### src/rtl/ctr_lfsr.sv
// ctr_lfsr: N-bit XNOR-feedback LFSR counter with an optional full 2^N period,
// a programmable terminal state for modulo-M counting, synchronous load, and
// a registered wrap pulse (tc) raised the cycle after an inc-driven move to 0.
`timescale 1ns/1ps

module ctr_lfsr #(
  parameter int N    = 4,
  parameter int FULL = 0
) (
  input  logic         clk,
  input  logic         rst_n,
  input  logic         inc,
  input  logic         load,
  input  logic [N-1:0] load_val,
  input  logic         term_en,
  input  logic [N-1:0] term,
  output logic [N-1:0] out,
  output logic         tc
);

  // Feedback tap set per width; bit k-1 of the mask selects tap k.
  // These are maximal-length XNOR tap sets, so from 0 the register walks
  // every state except all-ones before returning to 0.
  function automatic int tapMaskFor(input int n);
    int m;
    m = 0;
    case (n)
      3:       m = 'h0006;
      4:       m = 'h000C;
      5:       m = 'h0014;
      6:       m = 'h0030;
      7:       m = 'h0060;
      8:       m = 'h00B8;
      9:       m = 'h0110;
      10:      m = 'h0240;
      11:      m = 'h0500;
      12:      m = 'h0829;
      13:      m = 'h100D;
      14:      m = 'h2015;
      15:      m = 'h6000;
      16:      m = 'hD008;
      default: m = 0;
    endcase
    return m;
  endfunction

  localparam int           TapMaskInt = tapMaskFor(N);
  localparam logic [N-1:0] TapBits    = N'(TapMaskInt);
  localparam logic [N-1:0] AllOnes    = '1;
  localparam logic [N-2:0] LowOnes    = '1;

  // Reject unsupported widths and period modes while elaborating, so a bad
  // instantiation never produces a silently wrong counter.
  if ((N < 3) || (N > 16)) begin : g_bad_n
    $error("ctr_lfsr: N must lie in 3..16");
  end
  if ((FULL != 0) && (FULL != 1)) begin : g_bad_full
    $error("ctr_lfsr: FULL must be 0 or 1");
  end

  logic [N-1:0] out_q;
  logic [N-1:0] out_d;
  logic         tc_q;
  logic         tc_d;
  logic         fb;
  logic [N-1:0] shifted;

  // Feedback bit and the plain shifted successor. In full-period mode the
  // extra XOR with "low N-1 bits all ones" splices all-ones in after
  // 0111..1 and lets all-ones continue on to 1111..0.
  always_comb begin
    fb = ~^(out_q & TapBits);
    if (FULL == 1) begin
      fb = fb ^ (out_q[N-2:0] == LowOnes);
    end
    shifted = {out_q[N-2:0], fb};
  end

  // Next state: load beats inc; a terminal match or all-ones lock-up
  // (short-period mode only) forces 0; tc flags any inc-driven move to 0.
  always_comb begin
    out_d = out_q;
    tc_d  = 1'b0;
    if (load) begin
      out_d = load_val;
    end else if (inc) begin
      if (term_en && (out_q == term)) begin
        out_d = '0;
      end else if ((FULL == 0) && (out_q == AllOnes)) begin
        out_d = '0;
      end else begin
        out_d = shifted;
      end
      tc_d = (out_d == '0);
    end
  end

  // State register; reset clears the count and the wrap pulse at once.
  always_ff @(posedge clk or negedge rst_n) begin
    if (!rst_n) begin
      out_q <= '0;
      tc_q  <= 1'b0;
    end else begin
      out_q <= out_d;
      tc_q  <= tc_d;
    end
  end

  assign out = out_q;
  assign tc  = tc_q;

endmodule

### config.mk
export PLATFORM = sky130hd
export DESIGN_NAME = ctr_lfsr
export DESIGN_NICKNAME = d
export VERILOG_FILES = /design/src/rtl/ctr_lfsr.sv
export SDC_FILE = /design/constraint.sdc
export NUM_CORES = 1
export LEC_CHECK = 0
export ABC_CLOCK_PERIOD_IN_PS = 1700
export BUFFER_PORTS_ARGS = -buffer_cell sky130_fd_sc_hd__buf_2
export CAP_MARGIN = 20
export CORE_AREA = 4 4 41 43
export CTS_CLUSTER_DIAMETER = 100
export CTS_CLUSTER_SIZE = 30
export DETAILED_ROUTE_END_ITERATION = 8
export DIE_AREA = 0 0 45 47
export SYNTH_ARGS = -nofsm -noshare
export SYNTH_HDL_FRONTEND = slang
export SYNTH_SLANG_ARGS = --single-unit
### constraint.sdc
create_clock -name clk -period 1.7 [get_ports clk]
set_clock_uncertainty 0.1 [all_clocks]
set_input_delay 0.255 -clock clk [delete_from_list [all_inputs] [get_ports clk]]
set_output_delay 0.255 -clock clk [all_outputs]
set_load 0.1 [all_outputs]
==> flow_metrics.env, run 1 <==
export IMPL_netlist_area_um2=394
export IMPL_tightest_slew_ns=0.489
export IMPL_worst_slack_ns=0.0466
export IMPL_cap_violations=0
export IMPL_grt_pass1_wl_mm=1.83
export IMPL_slew_viol_final=0
export IMPL_wl_per_cell_um=15.7
export IMPL_startpoint_type="flop"
export IMPL_grt_ovfl_total=0
export IMPL_port_buffers=17
export IMPL_ys_types=21
export IMPL_grt_util_all_layers_pct=12.4
export IMPL_cts_made_buffers=3
export IMPL_grt_max_degree=14
export IMPL_timing_hold_ws_ns=0.127
export IMPL_synth_nets=57
export IMPL_cts_tree="yes"
export IMPL_route_met2_wl_um=580
export IMPL_layout_nets=79
export IMPL_hold_violations=0
export IMPL_die_area_mm2=0.00212
export IMPL_fmax_ghz=0.605
export IMPL_layout_drive_gt1_share_pct=40.6
export IMPL_h_tree_depth=1
export IMPL_rsz0062_at_grt="no"
export IMPL_synth_top_cell_area_share_pct=31.7
export IMPL_synth_edf_count=0
export IMPL_clk_pin_slew_worst_paths_ns=0.05
export IMPL_powerDensity_mw_per_mm2=1120
export IMPL_syn_to_final_growth_pct=35.6
export IMPL_arrival_ns=1.75
export IMPL_ir_drop_uv=464
export IMPL_synth_seq_cells=5
export IMPL_ioPinCount=18
export IMPL_place_congestion=0.851
export IMPL_cts_buffer_depth=2
export IMPL_period_minus_slack_ns=1.65
export IMPL_grt_pass1_vias=433
export IMPL_avgSynthCellArea_um2=9.17
export IMPL_synth_area_top_cells="dfrtp_1 (32%), nor3b_1 (9.5%), xor2_1 (8.9%)"
export IMPL_drt_pass1_iter_count=4
export IMPL_dp_hpwl_um=813
export IMPL_drt_wl_total_mm=1.24
export IMPL_top_layer_used="met4"
export IMPL_endpoint_kind="flop"
export IMPL_diodes=0
export IMPL_synthFlopType="dfrtp_1"
export IMPL_wl_met1_um=523
export IMPL_synth_largest_area_cell="dfrtp_1"
export IMPL_antenna_found_initial=0
export IMPL_power_uw=598
export IMPL_setup_violations=0
export IMPL_dp_slack_ns=0.113
export IMPL_cp_data_required_time_ns=1.80
export IMPL_cts_sinks=5
export IMPL_finalInstanceArea_um2=534
export IMPL_num_rows=13
export IMPL_syn_inst=43
export IMPL_outcome="completed"
export IMPL_die_w_um=45
export IMPL_cp_max_fo=6
export IMPL_drc=0
export IMPL_synth_commonest_cells="dfrtp_1 (5), nand3_1 (5), nor3b_1 (5)"
export IMPL_routed_via_count=450
export IMPL_die_y_um=47
export IMPL_place_area_um2=498
export IMPL_root_buffer="clkbuf_4"
export IMPL_ctsResizeCount=0
export IMPL_path_class="flop to flop"
export IMPL_initial_core_util_pct=30.3
export IMPL_finalCritPeriodShare_pct=97.3
export IMPL_yosysSeqAreaShare_pct=31.7
export IMPL_min_path_type="primary input to flop"
export IMPL_ys_async_sr_fraction_pct=100
export IMPL_route_met3_wl_um=110
export IMPL_fillers=132
export IMPL_viasPerCell=5.70
export IMPL_leakagePower_uw=0.000239
export IMPL_ant_nets=0
export IMPL_worstSkewPairLatency_ns=0.26
export IMPL_regArea_um2=130
export IMPL_ys_warn_count=0
export IMPL_drt_initial_drc_count=17
export IMPL_slew_headroom_pct=67.7
export IMPL_multi_input_area_um2=260
export IMPL_core_area_mm2=0.00130
-- layer usage --
layer / GRT usage (%) / up-vias
li1: - / 213
met4: 9.36 / 0
met1: 14.9 / 200
met2: 21.2 / 34
met3: 0.383 / 3
met5: 0 / -
-- where the power goes --
part / switching, uW / internal, uW
Clock: 66.9 / 89.9
Sequential: 28.9 / 140
Combinational: 207 / 66.3
Total: 302 / 296
-- cell families (layout without fill, tap and decap cells) --
group | Yosys count | after routing | share of synthesized area, %
buffers and inverters | 2 | 23 | 2.22
AO/OA/AOI/OAI | 14 | 14 | 25.7
AND/OR/NAND/NOR | 17 | 17 | 28.3
flip-flops | 5 | 5 | 31.7
adder cells (fa/ha/maj) | 1 | 1 | 3.17
XOR/XNOR | 4 | 4 | 8.89
-- area by class of cell --
class	instances	share of cell area, %
clock buffer	4	4.92
inverter	1	0.703
tap	15	3.51
multi-input combinational	36	48.7
timing repair buffer	18	17.8
sequential	5	24.4
-- repair_timing --
action	CTS	global route
setup buffers	0	0
endpoints found under the hold margin	5	0
endpoints found under the setup margin	0	0
hold buffers	1	0
-- metrics by stage --
| step | TNS [ns] | utilization, % | std cells |
|---|---|---|---|
| after floorplan | -0.110 | - | 43 |
| after global placement | 0 | 38.3 | 74 |
| after detailed placement | 0 | 38.3 | 74 |
| after CTS | 0 | 41.1 | 79 |
| after global routing | 0 | 41.1 | 79 |
| final | 0 | 41.1 | 79 |
-- final timing paths --
check                       startpoint  endpoint  slack, ns  cells after the start
setup / recovery                out[2]        tc       0.05                      4
min in group asynchronous        rst_n    out[0]       0.24                      2
max in group asynchronous        rst_n    out[2]       1.11                      2
hold / removal             load_val[0]    out[0]       0.13                      3
setup reg to reg                out[2]        tc       0.05                      4
hold reg to reg                 out[1]    out[2]       0.56                      2
-- cells in the final DEF, fill, tap and decap left out --
cell	Yosys	layout
ha_1	1	1
nor2_1	1	1
nand3_1	5	5
clkbuf_1	0	1
o311ai_0	3	3
o211ai_1	3	3
clkbuf_4	0	3
dfrtp_2	0	4
a22oi_1	1	1
nand2_1	1	1
and2b_1	1	1
nor3_1	1	1
dfrtp_1	5	1
or4b_1	1	1
nor3b_1	5	5
and3b_1	1	1
dlygate4sd3_1	0	1
a21oi_1	4	4
a31o_2	1	1
buf_2	1	17
xor2_1	4	4
and3b_2	1	1
inv_1	1	1
a2111oi_0	1	1
a21boi_1	1	1
-- sequential cells by signal, summed over array words and instances, names as in the netlist --
register  cells
out           4
tc            1
-- worst max-delay path, stage by stage (launching register included) --
cell,delay [ns]
dfrtp_2,0.44
ha_1,0.32
or4b_1,0.46
a21boi_1,0.16
a31o_2,0.11
Note: power is estimated with default switching activity, not from simulation.
==> run 2: changes to the inputs <==
- CAP_MARGIN: 20 -> 5
- CTS_BUF_LIST: unset -> sky130_fd_sc_hd__clkbuf_2
==> run 2 against run 1 <==
Compared with the run above: combinational power is essentially flat; final cell count is the same; clock power is 18% lower; via count fell by 3.6%; critical endpoint unchanged.
==> flow_metrics.env, run 2 (synthesis results as in run 1) <==
export IMPL_worstSkewPairLatency_ns=0.24
export IMPL_drt_wl_total_mm=1.16
export IMPL_setup_violations=0
export IMPL_drt_pass1_iter_count=4
export IMPL_h_tree_depth=1
export IMPL_finalCritPeriodShare_pct=94.2
export IMPL_endpoint_kind="flop"
export IMPL_dp_hpwl_um=813
export IMPL_antenna_found_initial=0
export IMPL_period_minus_slack_ns=1.60
export IMPL_place_congestion=0.851
export IMPL_rr_worst_depth=4
export IMPL_ir_drop_uv=473
export IMPL_fin_setup_tns_ns=0
export IMPL_min_path_type="primary input to flop"
export IMPL_port_buffers=17
export IMPL_cts_tree="yes"
export IMPL_rsz0062_at_grt="no"
export IMPL_cap_violations=0
export IMPL_path_class="flop to flop"
export IMPL_grt_pass1_wl_mm=1.73
export IMPL_wl_per_cell_um=14.7
export IMPL_largest_register_ffs=4
export IMPL_cp_max_fo=6
export IMPL_slew_viol_final=0
export IMPL_clk_pin_slew_worst_paths_ns=0.08
export IMPL_worstReg2RegStart="out[2]"
export IMPL_tightest_slew_ns=0.489
export IMPL_cts_made_buffers=3
export IMPL_whs_path_depth=3
export IMPL_final_cell_mix="buf_2 (17), nand3_1 (5), nor3b_1 (5)"
export IMPL_setup_worst_path_end="tc"
export IMPL_outcome="completed"
export IMPL_slew_headroom_pct=67.7
export IMPL_die_w_um=45
export IMPL_final_common_cell="buf_2"
export IMPL_cts_sinks=5
export IMPL_diodes=0
export IMPL_ioPinCount=18
export IMPL_grt_util_all_layers_pct=11.6
export IMPL_rr_endpoint="tc"
export IMPL_grt_max_degree=14
export IMPL_cp_data_required_time_ns=1.78
export IMPL_arrival_ns=1.68
export IMPL_core_area_mm2=0.00130
export IMPL_final_cells=79
export IMPL_powerDensity_mw_per_mm2=1070
export IMPL_drt_initial_drc_count=16
export IMPL_die_y_um=47
export IMPL_cts_setup_buffers=0
export IMPL_initial_core_util_pct=30.3
export IMPL_drc=0
export IMPL_fmax_ghz=0.624
export IMPL_crit_start="out[2]"
export IMPL_leakagePower_uw=0.000241
export IMPL_grt_pass1_vias=394
export IMPL_syn_to_final_growth_pct=34.0
export IMPL_ff2ff_setup_slack_ns=0.1
export IMPL_dpl_cell_count=74
export IMPL_hold_violations=0
export IMPL_ctsResizeCount=0
export IMPL_viasPerCell=5.49
export IMPL_routed_via_count=434
export IMPL_num_rows=13
export IMPL_startpoint_type="flop"
export IMPL_layout_nets=79
export IMPL_root_buffer="clkbuf_2"
export IMPL_ant_nets=0
export IMPL_cts_buffer_depth=2
export IMPL_layout_drive_gt1_share_pct=42.2
export IMPL_die_area_mm2=0.00212
export IMPL_grt_ovfl_total=0
[run 2: changes by cell type in the layout (fill, tap and decap cells not counted)]
cell | before | now
clkbuf_1 | 1 | 0
clkbuf_4 | 3 | 0
clkbuf_2 | 0 | 4
[run 2: layer usage]
metal	vias to the layer above	part of all wire, %	track usage (%)
met5	-	0	0
met4	0	2.2	8.77
met3	3	7.4	0
met2	28	44	17.8
met1	187	46	15.6
li1	216	-	-
[run 2: per-stage QoR]
stage	area (um2)	total power, uW	util [%]	worst slack (ns)	hold WS [ns]
after floorplan	399	370	-	-0.110	-0.141
after global placement	498	433	38.3	0.126	-0.0151
after detailed placement	498	432	38.3	0.113	-0.0109
after CTS	528	563	40.6	0.0944	0.136
after global routing	528	591	40.6	0.0582	0.148
final	528	565	40.6	0.0986	0.135
[run 2: worst min-delay path by stage]
stage                     start  endpoint
detailed placement        rst_n        tc
floorplan                 rst_n    out[0]
finish              load_val[0]    out[0]
CTS                 load_val[0]    out[0]
global route        load_val[0]    out[0]
global placement          rst_n        tc
[run 2: cell type report]
class | count | area, um2
timing repair buffer | 18 | 95.1
clock buffer | 4 | 20.0
fill | 133 | 773
sequential | 5 | 130
tap | 15 | 18.8
inverter | 1 | 3.75
multi-input combinational | 36 | 260
[run 2: power by group]
| group | total, uW | switching (uW) | leakage (uW) | internal [uW] |
|---|---|---|---|---|
| registers | 167 | 27.5 | 0.0000575 | 139 |
| logic | 270 | 204 | 0.000167 | 65.8 |
| clock network | 128 | 65.4 | 0.0000166 | 62.4 |
[run 2: critical path, cell delays in order (launching register included)]
cell      delay (ns)
dfrtp_2         0.44
ha_1            0.30
or4b_1          0.43
a21boi_1        0.16
a31o_2          0.11
[run 2: repair_timing]
| action | CTS | global route |
|---|---|---|
| hold buffers | 1 | 0 |
| setup endpoints to repair | 0 | 0 |
| hold endpoints to repair | 5 | 0 |
==> run 3: changes to the inputs <==
- CTS_CLUSTER_SIZE: 30 -> unset
- SETUP_SLACK_MARGIN: unset -> 0.1
==> run 3 against run 2 <==
Compared with the run above: clock power about the same; sequential power about the same; sequential cell count unchanged; wire length down 2.4%; maximum frequency down 1.1%; via count up 1.4%; non-clock buffer count up 2; critical path type unchanged; largest cell class unchanged; highest routed layer unchanged.
==> flow_metrics.env, run 3 (synthesis results as in run 1) <==
export IMPL_outcome="completed"
export IMPL_endpoint_kind="flop"
export IMPL_cts_buffer_depth=2
export IMPL_final_util_pct=43.4
export IMPL_routed_via_count=440
export IMPL_grt_ovfl_total=0
export IMPL_layout_drive_gt1_share_pct=45.5
export IMPL_port_buffers=17
export IMPL_ir_drop_uv=355
export IMPL_cp_max_fo=3
export IMPL_arrival_ns=1.70
export IMPL_path_class="flop to flop"
export IMPL_layout_nets=81
export IMPL_leakagePower_uw=0.000251
export IMPL_ioPinCount=18
export IMPL_viasPerCell=5.43
export IMPL_core_area_mm2=0.00130
export IMPL_cts_tree="yes"
export IMPL_cts_sinks=5
export IMPL_final_cell_mix="buf_2 (17), nand3_1 (5), nor3b_1 (5)"
export IMPL_power_uw=583
export IMPL_hold_violations=0
export IMPL_hold_start="load_val[0]"
export IMPL_die_y_um=47
export IMPL_grt_util_all_layers_pct=11.4
export IMPL_fillers=143
export IMPL_grt_max_degree=14
export IMPL_ant_nets=0
export IMPL_place_congestion=0.794
export IMPL_grt_pass1_vias=405
export IMPL_h_tree_depth=1
export IMPL_dp_hpwl_um=821
export IMPL_period_minus_slack_ns=1.62
export IMPL_min_path_type="primary input to flop"
export IMPL_rsz0062_at_grt="yes"
export IMPL_crit_start="out[2]"
export IMPL_wl_per_cell_um=14.0
export IMPL_setup_violations=0
export IMPL_largest_register_ffs=4
export IMPL_min_to="out[0]"
export IMPL_worstSkewPairLatency_ns=0.24
export IMPL_startpoint_type="flop"
export IMPL_cap_violations=0
export IMPL_cp_data_required_time_ns=1.78
export IMPL_die_w_um=45
export IMPL_rr_worst_depth=4
export IMPL_antenna_found_initial=0
export IMPL_syn_to_final_growth_pct=43.2
export IMPL_slew_headroom_pct=67.7
export IMPL_ff2ff_setup_slack_ns=0.08
export IMPL_cts_made_buffers=3
export IMPL_num_rows=13
export IMPL_final_common_cell="buf_2"
export IMPL_drt_wl_total_mm=1.13
export IMPL_rr_endpoint="tc"
export IMPL_initial_core_util_pct=30.3
export IMPL_finalCritPeriodShare_pct=95.2
export IMPL_die_area_mm2=0.00212
export IMPL_drc=0
export IMPL_drt_initial_drc_count=11
export IMPL_slew_viol_final=0
export IMPL_tightest_slew_ns=0.488
export IMPL_fmax_ghz=0.618
export IMPL_whs_path_depth=3
export IMPL_root_buffer="clkbuf_2"
export IMPL_diodes=0
export IMPL_worstReg2RegStart="out[2]"
export IMPL_powerDensity_mw_per_mm2=1030
export IMPL_clk_pin_slew_worst_paths_ns=0.07
export IMPL_grt_pass1_wl_mm=1.75
export IMPL_drt_pass1_iter_count=4
-- run 3: worst max path at each step --
stage	depth (start not counted)	slack, ns	endpoint
detailed placement	4	0.08	tc
CTS	4	0.09	tc
global placement	4	0.09	tc
global route	4	0.05	tc
finish	4	0.08	tc
floorplan	4	-0.04	tc
-- run 3: what timing repair did --
| action | 4_1_cts | 5_1_grt |
|---|---|---|
| gates resized for setup | 0 | 2 |
| setup buffers | 2 | 0 |
| hold buffers | 1 | 0 |
| endpoints found under the setup margin | 1 | 4 |
| endpoints found under the hold margin | 5 | 0 |
-- run 3: stage by stage --
| step | setup slack [ns] | hold slack [ns] | cells | TNS, ns | cell area, um2 |
|---|---|---|---|---|---|
| floorplan | -0.0446 | -0.141 | 43 | -0.0446 | 419 |
| global placement | 0.0938 | -0.0160 | 74 | 0 | 518 |
| detailed placement | 0.0836 | -0.0162 | 74 | 0 | 518 |
| CTS | 0.0868 | 0.142 | 81 | 0 | 563 |
| global route | 0.0476 | 0.143 | 81 | 0 | 564 |
| finish | 0.0809 | 0.141 | 81 | 0 | 564 |
-- run 3: layout make-up --
cell class / count / area, um2 / share of cell area [%]
multi-input combinational: 36 / 274 / 48.6
sequential: 5 / 138 / 24.4
timing repair buffer: 20 / 110 / 19.5
clock buffer: 4 / 20.0 / 3.55
tap: 15 / 18.8 / 3.33
inverter: 1 / 3.75 / 0.665
-- run 3: power breakdown --
part           switching, uW  leakage (uW)  total, uW  internal [uW]
sequential              25.3     0.0000576        170            144
combinational            209      0.000176        288           79.2
clock                   62.6     0.0000166        125           62.5
-- run 3: per-layer routing --
metal / global-route usage (%) / wire, um / up-vias
met1: 16.6 / 546 / 195
li1: - / - / 219
met3: 1.53 / 88 / 2
met2: 15.3 / 483 / 24
met4: 8.19 / 13 / 0
met5: 0 / 0 / -
-- run 3: critical path, cell delays in order, from the launching register on --
cell,delay [ns]
dfrtp_4,0.50
ha_4,0.27
or4b_1,0.43
a21boi_1,0.14
a31o_2,0.12
